[src/rtl/pmem_load_if.sv]
// Host-side byte stream and program-memory / pipeline-control bundle for the
// boot loader. The host (pins) side is the master; the controller is the slave.
interface pmem_load_if #(
  parameter int ADDR_W = 5
);
  logic              load_start;
  logic              byte_valid;
  logic [7:0]        byte_in;
  logic              byte_ready;
  logic              pmem_we;
  logic [ADDR_W-1:0] pmem_waddr;
  logic [31:0]       pmem_wdata;
  logic              cpu_stall;
  logic              cpu_flush;
  logic              load_done;
  logic [ADDR_W:0]   word_count;

  modport master (
    output load_start, byte_valid, byte_in,
    input  byte_ready, pmem_we, pmem_waddr, pmem_wdata,
           cpu_stall, cpu_flush, load_done, word_count
  );

  modport slave (
    input  load_start, byte_valid, byte_in,
    output byte_ready, pmem_we, pmem_waddr, pmem_wdata,
           cpu_stall, cpu_flush, load_done, word_count
  );
endinterface

[src/rtl/pmem_load_ctrl.sv]
// Boot/load controller: header byte gives the word count, following bytes are
// packed little-endian into 32-bit words and written to program memory while
// the core is stalled; afterwards the pipeline is flushed and the core runs.
//
// state | meaning
// IDLE  | after reset, core stalled, waiting for load_start
// HDR   | waiting for the word-count header byte
// DATA  | collecting the 4 bytes of the next word
// WRITE | single-cycle program memory write strobe
// FLUSH | pipeline flush for FLUSH_CYCLES cycles
// RUN   | core released, load_start begins a reload
module pmem_load_ctrl #(
  parameter int ADDR_W       = 5,
  parameter int FLUSH_CYCLES = 3
) (
  input logic        clk,
  input logic        rst,
  pmem_load_if.slave bus
);

  localparam int DEPTH = 1 << ADDR_W;
  localparam int FW    = (FLUSH_CYCLES > 1) ? $clog2(FLUSH_CYCLES) : 1;

  typedef enum logic [2:0] {IDLE, HDR, DATA, WRITE, FLUSH, RUN} state_t;

  state_t            state_q;
  logic [ADDR_W:0]   n_q;
  logic [ADDR_W:0]   word_count_q;
  logic [ADDR_W:0]   word_count_d;
  logic [ADDR_W-1:0] waddr_q;
  logic [31:0]       wdata_q;
  logic [1:0]        idx_q;
  logic [FW-1:0]     flush_cnt_q;
  logic              pmem_we_q;
  logic              cpu_stall_q;
  logic              cpu_flush_q;
  logic              load_done_q;
  logic              byte_ready;
  logic              accept;

  // byte_ready is the only unregistered output: a pure decode of the state
  assign byte_ready   = (state_q == HDR) || (state_q == DATA);
  assign accept       = byte_ready & bus.byte_valid;
  assign word_count_d = word_count_q + (ADDR_W+1)'(1);

  // Sequencer with registered outputs
  always_ff @(posedge clk) begin
    if (rst) begin
      state_q      <= IDLE;
      n_q          <= '0;
      word_count_q <= '0;
      waddr_q      <= '0;
      wdata_q      <= '0;
      idx_q        <= '0;
      flush_cnt_q  <= '0;
      pmem_we_q    <= 1'b0;
      cpu_stall_q  <= 1'b1;
      cpu_flush_q  <= 1'b0;
      load_done_q  <= 1'b0;
    end else begin
      case (state_q)
        IDLE: begin
          if (bus.load_start) state_q <= HDR;
        end
        HDR: begin
          if (accept) begin
            // zero or oversize header means "fill the whole memory"
            if (bus.byte_in == 8'd0 || 32'(bus.byte_in) > DEPTH)
              n_q <= (ADDR_W+1)'(DEPTH);
            else
              n_q <= (ADDR_W+1)'(bus.byte_in);
            word_count_q <= '0;
            waddr_q      <= '0;
            idx_q        <= '0;
            state_q      <= DATA;
          end
        end
        DATA: begin
          if (accept) begin
            wdata_q[{idx_q, 3'b000} +: 8] <= bus.byte_in;
            idx_q <= idx_q + 2'd1;
            if (idx_q == 2'd3) begin
              pmem_we_q <= 1'b1;
              state_q   <= WRITE;
            end
          end
        end
        WRITE: begin
          pmem_we_q    <= 1'b0;
          word_count_q <= word_count_d;
          waddr_q      <= waddr_q + ADDR_W'(1);
          idx_q        <= '0;
          if (word_count_d == n_q) begin
            cpu_flush_q <= 1'b1;
            flush_cnt_q <= FW'(FLUSH_CYCLES - 1);
            state_q     <= FLUSH;
          end else begin
            state_q <= DATA;
          end
        end
        FLUSH: begin
          if (flush_cnt_q == '0) begin
            cpu_flush_q <= 1'b0;
            cpu_stall_q <= 1'b0;
            load_done_q <= 1'b1;
            state_q     <= RUN;
          end else begin
            flush_cnt_q <= flush_cnt_q - FW'(1);
          end
        end
        RUN: begin
          if (bus.load_start) begin
            cpu_stall_q <= 1'b1;
            load_done_q <= 1'b0;
            state_q     <= HDR;
          end
        end
        default: state_q <= IDLE;
      endcase
    end
  end

  assign bus.byte_ready = byte_ready;
  assign bus.pmem_we    = pmem_we_q;
  assign bus.pmem_waddr = waddr_q;
  assign bus.pmem_wdata = wdata_q;
  assign bus.cpu_stall  = cpu_stall_q;
  assign bus.cpu_flush  = cpu_flush_q;
  assign bus.load_done  = load_done_q;
  assign bus.word_count = word_count_q;

endmodule

[src/flat_wrapper.sv]
// flat-port wrapper written by rule: the top's interface ports become plain ports
module pmem_load_ctrl_flat 
#(
  parameter int ADDR_W       = 5,
  parameter int FLUSH_CYCLES = 3
)
  (clk, rst, bus_load_start, bus_byte_valid, bus_byte_in, bus_byte_ready, bus_pmem_we, bus_pmem_waddr, bus_pmem_wdata, bus_cpu_stall, bus_cpu_flush, bus_load_done, bus_word_count);
  pmem_load_if #(.ADDR_W(ADDR_W)) bus_i ();
  input logic clk;
  input logic rst;
  input wire logic [$bits(bus_i.load_start)-1:0] bus_load_start;
  input wire logic [$bits(bus_i.byte_valid)-1:0] bus_byte_valid;
  input wire logic [$bits(bus_i.byte_in)-1:0] bus_byte_in;
  output wire logic [$bits(bus_i.byte_ready)-1:0] bus_byte_ready;
  output wire logic [$bits(bus_i.pmem_we)-1:0] bus_pmem_we;
  output wire logic [$bits(bus_i.pmem_waddr)-1:0] bus_pmem_waddr;
  output wire logic [$bits(bus_i.pmem_wdata)-1:0] bus_pmem_wdata;
  output wire logic [$bits(bus_i.cpu_stall)-1:0] bus_cpu_stall;
  output wire logic [$bits(bus_i.cpu_flush)-1:0] bus_cpu_flush;
  output wire logic [$bits(bus_i.load_done)-1:0] bus_load_done;
  output wire logic [$bits(bus_i.word_count)-1:0] bus_word_count;
  assign bus_i.load_start = bus_load_start;
  assign bus_i.byte_valid = bus_byte_valid;
  assign bus_i.byte_in = bus_byte_in;
  assign bus_byte_ready = bus_i.byte_ready;
  assign bus_pmem_we = bus_i.pmem_we;
  assign bus_pmem_waddr = bus_i.pmem_waddr;
  assign bus_pmem_wdata = bus_i.pmem_wdata;
  assign bus_cpu_stall = bus_i.cpu_stall;
  assign bus_cpu_flush = bus_i.cpu_flush;
  assign bus_load_done = bus_i.load_done;
  assign bus_word_count = bus_i.word_count;
  pmem_load_ctrl #(.ADDR_W(ADDR_W), .FLUSH_CYCLES(FLUSH_CYCLES)) u_core (.clk(clk), .rst(rst), .bus(bus_i));
endmodule
[config.mk]
export PLATFORM = sky130hd
export DESIGN_NAME = pmem_load_ctrl_flat
export DESIGN_NICKNAME = d
export VERILOG_FILES = /design/src/rtl/pmem_load_if.sv /design/src/rtl/pmem_load_ctrl.sv /design/src/flat_wrapper.sv
export SDC_FILE = /design/constraint.sdc
export NUM_CORES = 1
export LEC_CHECK = 0
export ABC_CLOCK_PERIOD_IN_PS = 2800
export BUFFER_PORTS_ARGS = -buffer_cell sky130_fd_sc_hd__buf_2
export CORE_MARGIN = 3
export CORE_UTILIZATION = 40
export DETAILED_ROUTE_END_ITERATION = 6
export GPL_TIMING_DRIVEN = 1
export PLACE_DENSITY = 0.74
export SKIP_LAST_GASP = 1
export SYNTH_ARGS = -nofsm -noshare
export SYNTH_HDL_FRONTEND = slang
export SYNTH_SLANG_ARGS = --single-unit
[constraint.sdc]
create_clock -name clk -period 2.8 [get_ports clk]
set_clock_uncertainty 0.15 [all_clocks]
set_input_delay 0.14 -clock clk [delete_from_list [all_inputs] [get_ports clk]]
set_output_delay 0.14 -clock clk [all_outputs]
set_load 0.1 [all_outputs]
-- Word-level counts from Yosys, hierarchy flattened
Index checks and enable logic that the tools add are counted.
- flip-flop bits (word level): 60
- output and inout bits: 48
- input port bits: 12
- reductions and logical operators: 20
- eq/ne operators: 15
- shift-type cells: 2
- muxes and demuxes: 30
- add/subtract/negate cells: 5
- $lt $le $gt $ge: 1
- bitwise operators: 1
- operator list (operator ; count):
    $bwmux 32 ; 1
    $shift 8x7->32 const A ; 1
    $shiftx 8x7->32 ; 1
    $mux 3 ; 6
    $pmux 3 s5 ; 1
    $reduce_and 3->1 ; 5
    $mux 6 ; 2
    $pmux 6 s2 ; 1
    $ne 2x1->1 const B ; 5
    $pmux 5 s2 ; 1
    $gt 8x6->1 const B ; 1
    $logic_not 8->1 ; 1
    $mux 2 ; 4
    $pmux 1 s2 ; 4
    $reduce_bool 2->1 ; 4
    $mux 1 ; 7
    $neg 5->7 ; 1
    $add 6x1->6 const B ; 1
    $eq 3x2->1 const B ; 2
    $eq 3x3->1 const B ; 2
    $eq 6x6->1 ; 1
    $ne 2x2->1 const B ; 3
    $pmux 2 s3 ; 1
    $reduce_and 2->1 ; 3
    other kinds (14) ; 15

-- Logic depth before layout (Yosys ltp)
- word-level depth: 5
- mapped depth: 8
- mapped depth without buffers: 7

-- Least setup slack after synthesis
No wires, ideal clock.
- path type: flip-flop to flip-flop
- start: register u_core.word_count_q[0] (netlist: u_core.bus.word_count[0])
- end: register u_core.flush_cnt_q[0]
- arrival: 2.454 ns
- cell stages (with the launch flop): 7
- setup time: 0.117 ns
- data required time: 2.533 ns
- period minus slack after synthesis: 2.721 ns
- setup slack: 0.079 ns
- path through: dfxtp_1 ha_1 xnor2_1 nand2_1 or3_1 or3_4 a22o_1
- cells in the longest elaborated chain, start to end: 4
- RTL lines (what ; line ; text):
    start: declaration ; pmem_load_ctrl.sv:28 ; logic [ADDR_W:0] word_count_q;
    start signal: assignment ; pmem_load_ctrl.sv:90 ; word_count_q <= word_count_d;
    $add 6x1->6 ; pmem_load_ctrl.sv:44 ; assign word_count_d = word_count_q + (ADDR_W+1)'(1);
    $eq 6x6->1 ; pmem_load_ctrl.sv:93 ; if (word_count_d == n_q) begin
    $ne 2x1->1 (no line) ; -- ;
    $reduce_and 3->1 (no line) ; -- ;
    end signal: assignment ; pmem_load_ctrl.sv:95 ; flush_cnt_q <= FW'(FLUSH_CYCLES - 1);
    end signal: assignment ; pmem_load_ctrl.sv:108 ; flush_cnt_q <= flush_cnt_q - FW'(1);
    end: declaration ; pmem_load_ctrl.sv:33 ; logic [FW-1:0] flush_cnt_q;
No other way between the ends.
A chain may end at the register's enable or synchronous reset.

-- Worst setup path after layout
- start: register u_core.state_q[1]
- end: register u_core.wdata_q[9] (netlist: u_core.bus.pmem_wdata[9])
- cells in the longest elaborated chain, start to end: 4
- RTL lines (what ; line ; text):
    start: declaration ; pmem_load_ctrl.sv:26 ; state_t state_q;
    start signal: assignment ; pmem_load_ctrl.sv:49 ; state_q <= IDLE;
    start signal: assignment ; pmem_load_ctrl.sv:63 ; if (bus.load_start) state_q <= HDR;
    start signal: assignment ; pmem_load_ctrl.sv:75 ; state_q <= DATA;
    $eq 3x1->1 / $eq 3x2->1 (equally long branches) ; pmem_load_ctrl.sv:42, pmem_load_ctrl.sv:61 ;
    $logic_or 1x1->1 ; pmem_load_ctrl.sv:42 ; assign byte_ready = (state_q == HDR) || (state_q == DATA);
    $and 1x1->1 ; pmem_load_ctrl.sv:43 ; assign accept = byte_ready & bus.byte_valid;
    $reduce_and 2->1 (no line) * ; -- ;
    end signal: indexed assignment ; pmem_load_ctrl.sv:80 ; wdata_q[{idx_q, 3'b000} +: 8] <= bus.byte_in;
    end: declaration ; pmem_load_ctrl.sv:31 ; logic [31:0] wdata_q;
Mark *: on every way between the ends. The rest lies on a longest branch, timed or not.

==> flow_summary.html <==
<table>
<tr><th>Metric</th><th>Value</th></tr>
<tr><th colspan="2">Run status</th></tr>
<tr><td>Result of the run</td><td>complete, no violations</td></tr>
<tr><th colspan="2">STA</th></tr>
<tr><td>Period minus WS final</td><td>2.290 ns</td></tr>
<tr><td>Unrepaired setup endpoints after global routing</td><td>false</td></tr>
<tr><td>Maximum clock frequency</td><td>436.7 MHz</td></tr>
<tr><td>Final Hold Viols</td><td>0</td></tr>
<tr><td>Setup-violating endpoint count in the final report</td><td>0</td></tr>
<tr><td>Pins over their slew limit</td><td>0</td></tr>
<tr><td>Pin slew with the least headroom to its limit</td><td>0.6918 ns</td></tr>
<tr><td>Setup WS post-layout</td><td>0.5103 ns</td></tr>
<tr><td>Post-route clock period utilization</td><td>81.77%</td></tr>
<tr><td>Slew headroom</td><td>53.88%</td></tr>
<tr><td>Final setup TNS</td><td>0 ns</td></tr>
<tr><th colspan="2">Drt</th></tr>
<tr><td>Vias</td><td>2511</td></tr>
<tr><td>Drt wl/cell</td><td>13.87 um</td></tr>
<tr><td>Drt drc</td><td>0</td></tr>
<tr><td>Iteration-0 DRC Markers</td><td>109</td></tr>
<tr><td>Via-to-Cell Ratio</td><td>5.331</td></tr>
<tr><td>Iteration count of the initial detailed-routing pass</td><td>4</td></tr>
<tr><td>Post-detailed-route count of antenna-violating nets</td><td>0</td></tr>
<tr><td>Total wirelength of the detailed-routed design</td><td>6531 um</td></tr>
<tr><th colspan="2">Clocking</th></tr>
<tr><td>Level count of the clock H-tree</td><td>3</td></tr>
<tr><td>Number of buffers inserted to repair setup after CTS</td><td>0</td></tr>
<tr><td>Skew-Pair Late Insertion Delay</td><td>0.34 ns</td></tr>
<tr><td>Clock-pin slew on the worst setup and hold paths</td><td>0.07 ns</td></tr>
<tr><td>Number of hold buffers added after CTS</td><td>10</td></tr>
<tr><td>Total of cells resized after clock tree synthesis</td><td>0</td></tr>
<tr><td>Worst-case clock buffer depth</td><td>2</td></tr>
<tr><td>Root Buffer Master</td><td>clkbuf_8</td></tr>
<tr><td>Number of buffers added by the clock tree synthesis step</td><td>9</td></tr>
<tr><td>Clock sink total</td><td>60</td></tr>
<tr><td>TritonCTS clock tree</td><td>yes</td></tr>
<tr><th colspan="2">Power and ir drop</th></tr>
<tr><td>Leakage power</td><td>1.355 nW</td></tr>
<tr><td>Power per cell area</td><td>573.4 nW/um^2</td></tr>
<tr><td>Maximum VDD drop</td><td>330.3 uV</td></tr>
<tr><td>Total chip power</td><td>0.001887 W</td></tr>
<tr><th colspan="2">Setup path</th></tr>
<tr><td>Category of the critical setup timing path</td><td>reg2reg</td></tr>
<tr><td>Arrival time at the worst endpoint</td><td>2.41 ns</td></tr>
<tr><td>Cells along the critical path</td><td>or2b_2, nor2_1, and2_1, nand3_1, a21oi_1</td></tr>
<tr><td>Worst stage delay on the critical path</td><td>0.53 ns</td></tr>
<tr><td>Crit end category</td><td>flip-flop</td></tr>
<tr><td>Kind of launch point of the worst setup path</td><td>flip-flop</td></tr>
<tr><td>Slowest cell on the critical path</td><td>nor2_1</td></tr>
<tr><td>Required @ worst endpoint</td><td>2.92 ns</td></tr>
<tr><td>Largest delay contributor family on the critical path</td><td>simple AND/OR/NAND/NOR gates</td></tr>
<tr><td>R2R cell count</td><td>5</td></tr>
<tr><td>Biggest fanout along the worst timing path</td><td>11</td></tr>
<tr><td>Path length in cells of the critical path</td><td>5</td></tr>
<tr><td>Number of buffers and inverters on the critical path</td><td>0</td></tr>
<tr><th colspan="2">Die</th></tr>
<tr><td>Number of ports placed on the die boundary</td><td>60</td></tr>
<tr><td>Starting density of the core</td><td>41.63%</td></tr>
<tr><td>Area of the die</td><td>7662 sq um</td></tr>
<tr><td>Area of the core region</td><td>6386 sq um</td></tr>
<tr><td>Std cell rows</td><td>29</td></tr>
<tr><td>Die span in x</td><td>87.53 um</td></tr>
<tr><td>DIE HEIGHT</td><td>87.53 um</td></tr>
<tr><th colspan="2">Global routing</th></tr>
<tr><td>Remaining Overflow, GRT</td><td>0</td></tr>
<tr><td>Number of antenna violations at the first check in global routing</td><td>0</td></tr>
<tr><td>GRT Total Usage</td><td>18.16%</td></tr>
<tr><td>Wire length of the first global-routing pass</td><td>10980 um</td></tr>
<tr><td>Number of global-route vias before repair</td><td>2388</td></tr>
<tr><td>Maximum number of pins on one net before global-route repair</td><td>39</td></tr>
<tr><th colspan="2">Yosys</th></tr>
<tr><td>Net count after synthesis</td><td>340</td></tr>
<tr><td>Post-Synthesis Cells</td><td>319</td></tr>
<tr><td>Register bit total from synthesis</td><td>60</td></tr>
<tr><td>Cell area after synthesis</td><td>2659 sq um</td></tr>
<tr><td>Average size of a mapped cell</td><td>8.335 sq um</td></tr>
<tr><td>Synth warnings</td><td>0</td></tr>
<tr><td>Sequential cell area fraction in the yosys report</td><td>45.18%</td></tr>
<tr><td>Count of unique library cells instantiated by Yosys</td><td>43</td></tr>
<tr><th colspan="2">Finish</th></tr>
<tr><td>Antenna cell count</td><td>0</td></tr>
<tr><td>Total Nets Final</td><td>410</td></tr>
<tr><td>Final std cell area, no fill</td><td>3291 sq um</td></tr>
<tr><td>Synth-to-layout area growth</td><td>23.76%</td></tr>
<tr><td>Final design utilization</td><td>51.53%</td></tr>
<tr><td>Proportion of layout cells with a drive suffix above 1</td><td>22.08%</td></tr>
<tr><th colspan="2">Place</th></tr>
<tr><td>Post-place setup slack</td><td>0.5372 ns</td></tr>
<tr><td>HPWL after detailed placement</td><td>4400 um</td></tr>
<tr><td>Routability Congestion</td><td>0.8300</td></tr>
<tr><td>Number of buffers inserted by port buffering</td><td>59</td></tr>
<tr><td>Post-place instance area</td><td>3007 sq um</td></tr>
<tr><th colspan="2">Worst hold path</th></tr>
<tr><td>Hold Crit Class</td><td>in2reg</td></tr>
<tr><td>Instance count along the most critical hold path</td><td>2</td></tr>
<tr><th colspan="2">Run</th></tr>
<tr><td>Max_cap viols</td><td>0</td></tr>
</table>
-- registers in the layout, indices dropped and copies added (netlist names) --
signal,flops
u_core.bus.pmem_wdata,32
u_core.bus.load_done,1
u_core.bus.cpu_flush,1
u_core.bus.pmem_we,1
u_core.bus.pmem_waddr,5
u_core.flush_cnt_q,2
u_core.state_q,3
u_core.bus.cpu_stall,1
u_core.n_q,6
u_core.idx_q,2
u_core.bus.word_count,6
-- path summary, 6_finish.rpt --
path                               end  slack (ns)                       from
max reg2reg   u_core.bus.pmem_wdata[9]        0.51          u_core.state_q[1]
min reg2reg  u_core.bus.pmem_wdata[27]        0.30  u_core.bus.pmem_wdata[27]
min               u_core.bus.load_done        0.17                        rst
max           u_core.bus.pmem_wdata[9]        0.51          u_core.state_q[1]
-- logic make-up after synthesis --
logic type	share of synthesized area, %
buf+inv	3.906
flops	45.18
fa+ha+maj	4.235
mux	0.7530
simple gates	26.82
xor+xnor	2.964
compound gates	16.14
-- final cells by class --
type	count	area (sq um)
Multi-Input combinational cell	239	1354
Sequential cell	60	1201
Timing Repair Buffer	75	440.4
Tap cell	77	96.34
Fill cell	612	3095
Inverter	4	15.01
Clock inverter	5	52.55
Clock buffer	11	131.4
-- layout by cell type (no fill, tap or decap), types with 3 or more instances in the layout --
| cell type | instances |
|---|---|
| nor3b_1 | 4 |
| nand3_1 | 37 |
| nor2_1 | 26 |
| and2_1 | 8 |
| dlygate4sd3_1 | 10 |
| nor3_1 | 7 |
| clkbuf_8 | 9 |
| a21oi_1 | 48 |
| nand2_1 | 44 |
| a211oi_1 | 3 |
| clkinv_2 | 3 |
| buf_2 | 59 |
| inv_1 | 4 |
| dfxtp_1 | 60 |
| o21ai_0 | 6 |
| a31oi_1 | 3 |
| buf_4 | 6 |
| a22o_1 | 6 |
| or3_2 | 3 |
| xnor2_1 | 5 |
| ha_1 | 9 |
| xor2_1 | 4 |
-- per-stage QoR --
| step | hold slack (ns) | instances |
|---|---|---|
| 2_1_floorplan | 0.1157 | 319 |
| 6_report | 0.1734 | 471 |
| 5_1_grt | 0.2142 | 471 |
| 3_5_place_dp | 0.2905 | 445 |
| 4_1_cts | 0.1674 | 471 |
| 3_3_place_gp | 0.2870 | 445 |
-- worst register-to-register path: cells and delay by family (launching register included) --
| family | cells | cell delay (ns) |
|---|---|---|
| AOI/OAI and AO/OA | 1 | 0.17 |
| DFF | 1 | 0.49 |
| and+or+nand+nor | 4 | 1.42 |
-- routing by layer --
metal  wire length, um  global-route usage (%)  vias up
met5                 0                       0        -
met4                78                   6.416        0
met3               457                   6.021       11
met2              3069                   30.41       84
met1              2925                   21.76     1161
li1                  -                       -     1255
-- cell usage after synthesis, drive strengths merged --
cell type / instances / area, sq um
mux2i: 2 / 20.02
o41ai: 1 / 8.760
a211oi: 3 / 22.52
a31oi: 3 / 18.77
inv: 4 / 15.01
and2b: 1 / 7.510
a311oi: 1 / 8.760
and2: 8 / 50.05
nand2b: 1 / 6.260
clkbuf: 8 / 31.28
a22oi: 2 / 15.01
nor3: 7 / 35.03
a21oi: 48 / 240.2
ha: 9 / 112.6
a22o: 6 / 52.55
nand2: 45 / 176.4
nor2: 26 / 97.59
and3: 2 / 12.51
a221oi: 1 / 15.01
xnor2: 5 / 43.79
o22a: 1 / 10.01
or2: 1 / 6.260
or2b: 2 / 16.27
dfxtp: 60 / 1201
xor2: 4 / 35.03
nor2b: 1 / 6.260
or4: 1 / 7.510
nand3b: 2 / 15.01
nor4: 1 / 6.260
nor3b: 4 / 30.03
o21bai: 1 / 7.510
nand3: 37 / 185.2
o21ai: 6 / 30.03
buf: 8 / 57.55
and3b: 1 / 8.760
or3: 6 / 46.29
-- report_power, final --
group	switching [W]	internal, W
clock network	0.000333	0.000406
registers	0.0000215	0.000870
logic	0.000188	0.0000690
(Power assumes the default switching activity.)
